<file path="config.mk">
export PLATFORM = sky130hd
export DESIGN_NAME = cic_comp_fir
export DESIGN_NICKNAME = d
export VERILOG_FILES = /design/src/rtl/cic_comp_pkg.sv /design/src/rtl/cic_comp_sat.sv /design/src/rtl/cic_comp_fir.sv
export SDC_FILE = /design/constraint.sdc
export NUM_CORES = 1
export LEC_CHECK = 0
export ABC_CLOCK_PERIOD_IN_PS = 6900
export BUFFER_PORTS_ARGS = -buffer_cell sky130_fd_sc_hd__buf_2
export CAP_MARGIN = 10
export CORE_ASPECT_RATIO = 1.5
export CORE_MARGIN = 2
export CORE_UTILIZATION = 40
export CTS_CLUSTER_SIZE = 40
export DETAILED_ROUTE_END_ITERATION = 16
export HOLD_SLACK_MARGIN = 0.1
export SYNTH_ARGS = -nofsm -noshare
export SYNTH_HDL_FRONTEND = slang
export SYNTH_SLANG_ARGS = --single-unit
</file>
<file path="constraint.sdc">
create_clock -name clk_i -period 6.9 [get_ports clk_i]
set_input_delay 0.345 -clock clk_i [delete_from_list [all_inputs] [get_ports clk_i]]
set_output_delay 0.345 -clock clk_i [all_outputs]
set_load 0.01 [all_outputs]
</file>
<file path="src/rtl/cic_comp_pkg.sv">
// Shared types, default compensation coefficients and saturation helpers
// for the CIC compensation FIR.
package cic_comp_pkg;

  typedef enum logic [1:0] {
    IDLE  = 2'd0,
    MAC   = 2'd1,
    ROUND = 2'd2
  } state_t;

  localparam int COEF_TAPS = 15;
  localparam int COEF_W    = 18;

  // Symmetric droop-compensation taps; they sum to 65536 for unity DC gain at 16 fractional bits.
  localparam logic signed [COEF_W-1:0] CIC_COMP_COEF_DEFAULT [COEF_TAPS] = '{
    -18'sd202,  18'sd301, -18'sd598,  18'sd1003, -18'sd1800,  18'sd3206, -18'sd7010,
     18'sd75736,
    -18'sd7010, 18'sd3206, -18'sd1800, 18'sd1003, -18'sd598,  18'sd301, -18'sd202
  };

  function automatic longint sat_hi(input int w);
    return (64'sd1 <<< (w - 1)) - 64'sd1;
  endfunction

  function automatic longint sat_lo(input int w);
    return -(64'sd1 <<< (w - 1));
  endfunction

endpackage

</file>
<file path="src/rtl/cic_comp_sat.sv">
// Combinational round-half-up, arithmetic shift and saturation from the
// accumulator width down to the output width.
module cic_comp_sat import cic_comp_pkg::*; #(
  parameter int ACC_W = 38,
  parameter int FRAC  = 16,
  parameter int OUT_W = 16
) (
  input  logic signed [ACC_W-1:0] acc,
  output logic signed [OUT_W-1:0] y
);

  localparam logic signed [ACC_W:0] HALF = (ACC_W + 1)'(1) <<< (FRAC - 1);

  logic signed [ACC_W:0] rnd_s;
  logic signed [ACC_W:0] shr_s;
  longint                shr_l_s;

  // Round, shift and clamp to the signed output range.
  always_comb begin
    rnd_s   = $signed({acc[ACC_W-1], acc}) + HALF;
    shr_s   = rnd_s >>> FRAC;
    shr_l_s = longint'(shr_s);
    if (shr_l_s > sat_hi(OUT_W)) begin
      y = OUT_W'(sat_hi(OUT_W));
    end else if (shr_l_s < sat_lo(OUT_W)) begin
      y = OUT_W'(sat_lo(OUT_W));
    end else begin
      y = OUT_W'(shr_l_s);
    end
  end

endmodule

</file>
<file path="src/rtl/cic_comp_fir.sv">
// CIC droop-compensation FIR with one shared multiplier, one tap per clock.
// Optional coefficient loading is enabled by defining CIC_COMP_COEF_LOAD_EN.
module cic_comp_fir import cic_comp_pkg::*; #(
  parameter int NUM_TAPS        = 15,
  parameter int NUM_BITS_INPUT  = 16,
  parameter int NUM_BITS_COEF   = 18,
  parameter int COEF_FRAC_BITS  = 16,
  parameter int NUM_BITS_OUTPUT = 16
) (
  input  logic                              clk_i,
  input  logic                              reset_ni,
  input  logic                              tick_i,
  input  logic signed [NUM_BITS_INPUT-1:0]  signal_i,
`ifdef CIC_COMP_COEF_LOAD_EN
  input  logic                              coef_we_i,
  input  logic [$clog2(NUM_TAPS)-1:0]       coef_addr_i,
  input  logic signed [NUM_BITS_COEF-1:0]   coef_data_i,
`endif
  output logic signed [NUM_BITS_OUTPUT-1:0] signal_o,
  output logic                              tick_o,
  output logic                              busy_o,
  output logic                              overrun_o
);

  localparam int PTR_W  = $clog2(NUM_TAPS);
  localparam int PROD_W = NUM_BITS_INPUT + NUM_BITS_COEF;
  localparam int ACC_W  = PROD_W + $clog2(NUM_TAPS);
  localparam logic [PTR_W-1:0] LAST = PTR_W'(NUM_TAPS - 1);

  state_t                              state_r, state_s;
  logic signed [NUM_BITS_INPUT-1:0]    dline_r [NUM_TAPS];
  logic [PTR_W-1:0]                    wr_ptr_r, rd_ptr_r, k_r;
  logic signed [ACC_W-1:0]             acc_r;
  logic signed [NUM_BITS_COEF-1:0]     coef_s;
  logic signed [PROD_W-1:0]            prod_s;
  logic signed [NUM_BITS_OUTPUT-1:0]   sat_y_s;
  logic                                accept_s;

  // A sample coinciding with the result strobe is rejected like any busy-time tick.
  assign accept_s = tick_i && (state_r == IDLE) && !tick_o;
  assign prod_s   = PROD_W'(dline_r[rd_ptr_r]) * PROD_W'(coef_s);

`ifdef CIC_COMP_COEF_LOAD_EN
  logic signed [NUM_BITS_COEF-1:0] coef_r [NUM_TAPS];
  logic                            pend_v_r;
  logic [PTR_W-1:0]                pend_addr_r;
  logic signed [NUM_BITS_COEF-1:0] pend_data_r;

  assign coef_s = coef_r[k_r];

  // Coefficient file; writes during a computation wait for the next idle cycle.
  always_ff @(posedge clk_i or negedge reset_ni) begin
    if (!reset_ni) begin
      for (int i = 0; i < NUM_TAPS; i++) coef_r[i] <= NUM_BITS_COEF'(CIC_COMP_COEF_DEFAULT[i]);
      pend_v_r    <= 1'b0;
      pend_addr_r <= '0;
      pend_data_r <= '0;
    end else if (busy_o) begin
      if (coef_we_i && (coef_addr_i <= LAST)) begin
        pend_v_r    <= 1'b1;
        pend_addr_r <= coef_addr_i;
        pend_data_r <= coef_data_i;
      end
    end else begin
      if (pend_v_r) begin
        coef_r[pend_addr_r] <= pend_data_r;
        pend_v_r            <= 1'b0;
      end
      if (coef_we_i && (coef_addr_i <= LAST)) coef_r[coef_addr_i] <= coef_data_i;
    end
  end
`else
  assign coef_s = NUM_BITS_COEF'(CIC_COMP_COEF_DEFAULT[k_r]);
`endif

  cic_comp_sat #(
    .ACC_W (ACC_W),
    .FRAC  (COEF_FRAC_BITS),
    .OUT_W (NUM_BITS_OUTPUT)
  ) u_sat (
    .acc (acc_r),
    .y   (sat_y_s)
  );

  // State register.
  always_ff @(posedge clk_i or negedge reset_ni) begin
    if (!reset_ni) state_r <= IDLE;
    else           state_r <= state_s;
  end

  // Next-state logic.
  always_comb begin
    state_s = state_r;
    case (state_r)
      IDLE:    if (accept_s) state_s = MAC; else state_s = IDLE;
      MAC:     if (k_r == LAST) state_s = ROUND; else state_s = MAC;
      ROUND:   state_s = IDLE;
      default: state_s = IDLE;
    endcase
  end

  // Delay line write, newest-first read walk and accumulation.
  always_ff @(posedge clk_i or negedge reset_ni) begin
    if (!reset_ni) begin
      for (int i = 0; i < NUM_TAPS; i++) dline_r[i] <= '0;
      wr_ptr_r <= '0;
      rd_ptr_r <= '0;
      k_r      <= '0;
      acc_r    <= '0;
    end else begin
      case (state_r)
        IDLE: begin
          if (accept_s) begin
            dline_r[wr_ptr_r] <= signal_i;
            wr_ptr_r          <= (wr_ptr_r == LAST) ? '0 : wr_ptr_r + PTR_W'(1);
            rd_ptr_r          <= wr_ptr_r;
            k_r               <= '0;
            acc_r             <= '0;
          end
        end
        MAC: begin
          acc_r    <= acc_r + ACC_W'(prod_s);
          rd_ptr_r <= (rd_ptr_r == '0) ? LAST : rd_ptr_r - PTR_W'(1);
          k_r      <= k_r + PTR_W'(1);
        end
        default: ;
      endcase
    end
  end

  // Registered outputs; overrun is sticky until reset.
  always_ff @(posedge clk_i or negedge reset_ni) begin
    if (!reset_ni) begin
      signal_o  <= '0;
      tick_o    <= 1'b0;
      busy_o    <= 1'b0;
      overrun_o <= 1'b0;
    end else begin
      tick_o <= (state_r == ROUND);
      busy_o <= (state_s != IDLE);
      if (state_r == ROUND) signal_o <= sat_y_s;
      if (tick_i && !accept_s) overrun_o <= 1'b1;
    end
  end

endmodule

</file>
==> Yosys cells after proc, flatten, opt, wreduce, memory -nomap -nowiden <==
Memory sizes are Yosys's and may differ from the RTL's.
Index checks and enable logic that the tools add are counted.
{ "totals": {"out_inout_bits": 19, "mem_count": 1, "wordCells": 78, "mem_bits_ro": 288, "input_bits": 19, "ff_bits": 311} }
{ "classes": {"n_mul": 1, "n_bitwise": 3, "reduce_logical": 12, "n_lt_le_gt_ge": 6, "mux": 21, "add_sub_neg": 5, "n_eq_ne": 5} }
{ "memory_table": {"columns": ["name", "words", "word_bits", "read_ports", "rd_ports_with_merged_regs", "write_ports", "line", "rtl"], "rows": [
  ["(no name shown)", 16, 18, 1, 0, 0, "cic_comp_fir.sv:73", "assign coef_s = NUM_BITS_COEF'(CIC_COMP_COEF_DEFAULT[k_r]);"]
]} }
{ "op_table": {"columns": ["op", "count"], "rows": [
  ["$bwmux 240", 1],
  ["$mux 16", 5],
  ["$pmux 38 s2", 1],
  ["$bmux 16 s4", 1],
  ["$demux 16 s4", 1],
  ["$add 38x17->39 const B", 1],
  ["$add 38x34->38", 1],
  ["$mux 38", 1],
  ["$mux 18", 2],
  ["$mul 16x18->34", 1],
  ["$gt 23x16->1 const B", 1],
  ["$lt 23x16->1 const B", 1],
  ["$mux 4", 4],
  ["$pmux 4 s2", 2],
  ["$ge 5x5->1 const B", 3],
  ["$not 4->5", 3],
  ["$add 4x1->4 const B", 2],
  ["$eq 4x4->1 const B", 2],
  ["$lt 5x1->1 const B", 1],
  ["$logic_and 1x1->1", 4],
  ["$logic_not 4->1", 1],
  ["$pmux 2 s2", 1],
  ["$reduce_and 2->1", 2],
  ["$reduce_bool 2->1", 2],
  ["8 further kinds", 9]
]} }

==> Depth between registers and ports, before layout <==
{ "logic_depth": {"word_depth": 7, "mapped_depth": 31, "depth_no_buf": 28} }

==> Hierarchy <==
From an unflattened synthesis, not the netlist that was laid out.
{ "hier_totals": {"cells_unflattened": 2440, "hier_area_um2": 26897.0} }
{ "modules_own_cells": {"columns": ["module", "seq_area_each_um2", "n_inst", "area_each_um2", "cells_each"], "rows": [
  ["cic_comp_fir", 7782.5, 1, 26152.6, 2324],
  ["cic_comp_sat", 0.0, 1, 744.5, 116]
]} }

==> Worst setup path before layout <==
No wires, ideal clock.
{ "synth_path": {"kind": "reg2reg", "from": "register rd_ptr_r[1]", "to": "register acc_r[37]", "setup_time_ps": 129, "synth_period_minus_slack_ps": 7557, "n_path_buf": 3, "path_stages_with_launch": 27, "required_time_ps": 6771, "slack_ps": -657, "arrival_time_ps": 7428, "cell_sequence": "dfrtp_1 -> buf_2 -> buf_1 -> mux2_2 -> a221oi_1 -> o21ai_0 -> o21ai_1 -> clkbuf_1 -> nor2_1 -> fa_1 -> fa_1 -> fa_1 -> fa_1 -> fa_1 -> inv_1 -> fa_1 -> inv_1 -> ha_1 -> a2111oi_2 -> o21ai_1 -> o21ai_1 -> a31oi_1 -> a41o_1 -> a21o_1 -> o41a_1 -> o2111ai_1 -> nand3b_1"} }
{ "synth_between": {"elab_chain_cells": 7} }
{ "synth_lines": {"columns": ["item", "line", "rtl"], "rows": [
  ["start, declared", "cic_comp_fir.sv:32", "logic [PTR_W-1:0] wr_ptr_r, rd_ptr_r, k_r;"],
  ["start signal, assigned", "cic_comp_fir.sv:116", "rd_ptr_r <= wr_ptr_r;"],
  ["start signal, assigned", "cic_comp_fir.sv:123", "rd_ptr_r <= (rd_ptr_r == '0) ? LAST : rd_ptr_r - PTR_W'(1);"],
  ["$not 4->5 (implied by the code)", "cic_comp_fir.sv:41", "assign prod_s = PROD_W'(dline_r[rd_ptr_r]) * PROD_W'(coef_s);"],
  ["$bmux 16 s4", "cic_comp_fir.sv:41", null],
  ["$mux 16 (implied by the code) (2 in a row)", "cic_comp_fir.sv:41", null],
  ["$mul 16x18->34", "cic_comp_fir.sv:41", null],
  ["$add 38x34->38", "cic_comp_fir.sv:122", "acc_r <= acc_r + ACC_W'(prod_s);"],
  ["$pmux 38 s2", "cic_comp_fir.sv:111", "case (state_r)"],
  ["end signal, assigned", "cic_comp_fir.sv:122", null],
  ["end, declared", "cic_comp_fir.sv:33", "logic signed [ACC_W-1:0] acc_r;"]
]} }
No other way between the ends. The select of a mux whose other input is x is not followed.
A chain may end at the register's enable or synchronous reset.

==> Worst setup path in the final report <==
{ "layout_path": {"from": "register rd_ptr_r[0]", "to": "register acc_r[35]"} }
Same word-level chain as after synthesis.

==> results_dict.tcl <==
set metrics [dict create \
    worstHoldPathType "in -> reg" \
    r2r-end "acc_r[35]" \
    r2r_slack_ns -0.47 \
    cts_sinks 311 \
    gr-usage-met1_pct 27.6 \
    drtIter0Drc 975 \
    criticalPathCategory "reg -> reg" \
    setup.worst_path.end "acc_r[35]" \
    finalInstanceArea_um2 32600 \
    synth-seq-cells 311 \
    synth_edf_count 0 \
    cp_top_family "adder cells" \
    grtUsageMet3_pct 2.61 \
    ys.flop_type "dfrtp_1" \
    syn-num-nets 2871 \
    die_area_um2 68300 \
    cts_buffers 34 \
    crit_start "rd_ptr_r[0]" \
    cts_tree "yes" \
    skew_ns 0.0252 \
    yosysTopAreaCellShare_pct 29.4 \
    core_area_um2 65600 \
    clk_latency_ns 0.58 \
    slew_headroom_pct 40.4 \
    clkTransAtPathRegs_ns 0.06 \
    routedWlPerCell_um 21.1 \
    antenna_left 0 \
    final_nets 3216 \
    fin_crit_ns 7.37 \
    setup_violations 20 \
    dpl.hpwl_mm 58.9 \
    ys_top_cells_by_area "dfrtp_1 29%, fa_1 26%, mux2_2 11%" \
    track_usage_pct 23.3 \
    start_kind "flop" \
    rsz0062_at_grt "yes" \
    r2r-start "rd_ptr_r[0]" \
    worst-slew-pin-transition_ns 0.892 \
    gp_congestion 0.949 \
    crit_buf_inv 9 \
    mostFrequentLayoutCell "inv_1" \
    antenna_cells 0 \
    io_buffers 37 \
    placed_cell_area_um2 30300 \
    htree_num_levels 2 \
    grt_pass1_vias 21600 \
    setup_ws_ns -0.470 \
    antenna_found_initial 2 \
    netlist_instances 2392 \
    num_vias 19000 \
    syn_avg_cell_area_um2 11.1 \
    final_util_pct 49.8 \
    yosysSeqAreaShare_pct 29.4 \
    totalNegativeSetupSlack_ns -6.16 \
    first_pass_iters 6 \
    vias_per_cell 5.22 \
    outcome "finished with violations" \
    cp_max_fo 7 \
    die_w_um 214 \
    synthArstFlopShare_pct 100 \
    crit_path_frequent_cell "fa_1" \
    yosysUniqueCellTypes 71 \
    post-route-period-util_pct 107 \
    cp.depth 29 \
    syn2layout_area_growth_pct 23.3 \
    grt.overflow.total 0 \
    worstRegToRegCells 29 \
    remaining_drc_errors 0 \
    cts-root-buf "clkbuf_16" \
    final_cell_mix "373 x inv_1, 320 x buf_4, 318 x fa_1" \
    rows 115 \
    worstSetupEndpointType "flop" \
    cp_data_arrival_time_ns 7.81 \
    grt_pass1_wl_mm 123 \
    slowest_stage "fa_1" \
    synth.largest_area_cell "dfrtp_1" \
    yosysWarnings 0 \
    fp.dieH_um 319 \
    syn_area_um2 26500 \
    slowest_delay_ns 0.57 \
    start_util_pct 40.4 \
    io_pins 38 \
    grt_max_degree 144 \
    drt-total-wl_mm 76.7 \
    drv_slew 0 \
    top_usage_layer "met2" \
    dp_worst_setup_slack_ns -0.725 \
    clock.fmax_mhz 136 \
    hp-start "signal_i[3]" \
    drive_gt1_share_pct 34.9 \
    required_ns 7.34 \
    hold_viol 0 \
    use_met2_pct 42.7 \
    cts_buffer_depth 3 \
    maxCapViolations 0 \
    failed_checks "negative setup slack" \
]
-- logic make-up after synthesis --
logic type	share of synthesized area, %
compound gates	6.33
xor+xnor	1.79
fa+ha+maj	31.3
buf+inv	7.32
flops	29.4
mux	15.5
simple gates	8.39
-- sequential cells by signal, summed over array words and instances (netlist names) --
signal / count
dline_r: 240
acc_r: 38
signal_o: 16
k_r: 4
rd_ptr_r: 4
wr_ptr_r: 4
state_r: 2
busy_o: 1
overrun_o: 1
tick_o: 1
-- how the worst min path moves through the flow --
| stage | to | slack, ns | cells past startpoint |
|---|---|---|---|
| 2_1_floorplan | acc_r[0] | 0.05 | 0 |
| 3_3_place_gp | overrun_o | 0.45 | 1 |
| 3_5_place_dp | overrun_o | 0.45 | 1 |
| 4_1_cts | dline_r[131] | 0.17 | 2 |
| 5_1_grt | dline_r[238] | 0.22 | 2 |
| 6_report | dline_r[3] | 0.19 | 2 |
-- stage by stage --
| step | cells | hold slack, ns |
|---|---|---|
| after CTS | 3626 | 0.171 |
| after floorplan | 2392 | 0.0494 |
| after global routing | 3635 | 0.215 |
| after detailed placement | 3520 | 0.446 |
| after global placement | 3520 | 0.449 |
| final | 3635 | 0.193 |
-- cells in the mapped netlist (all sizes together), types with 28 or more instances --
library cell  count
inv             400
fa              338
dfrtp           311
mux2            254
nor2            188
nand2           172
ha              122
o21ai            78
clkbuf           74
mux4             51
a21oi            37
nand3            36
a21o             31
buf              29
xnor2            28
-- layer usage --
layer / share of wire [%] / vias up
li1: - / 8451
met1: 40 / 9950
met2: 52 / 398
met3: 3.3 / 174
met4: 4.6 / 2
met5: 0.014 / -
-- timing repair --
action | CTS | global route
resized for setup | 152 | 54
gates cloned | 3 | 0
setup buffers | 45 | 11
hold buffers | 2 | 0
pin swaps | 106 | 42
setup endpoints to repair | 22 | 26
endpoints found under the hold margin | 112 | 0
-- layout make-up --
| cell class | count | area [µm²] |
|---|---|---|
| Sequential cell | 311 | 7790 |
| Clock buffer | 41 | 907 |
| Multi-Input combinational cell | 1576 | 17600 |
| Inverter | 403 | 1510 |
| Tap cell | 877 | 1100 |
| Timing Repair Buffer | 411 | 3460 |
| Fill cell | 5966 | 33000 |
| Clock inverter | 16 | 233 |
Power is left out: the tool's default activity adds up to more than one toggle a clock period on the data nets, which glitch-free logic cannot reach.
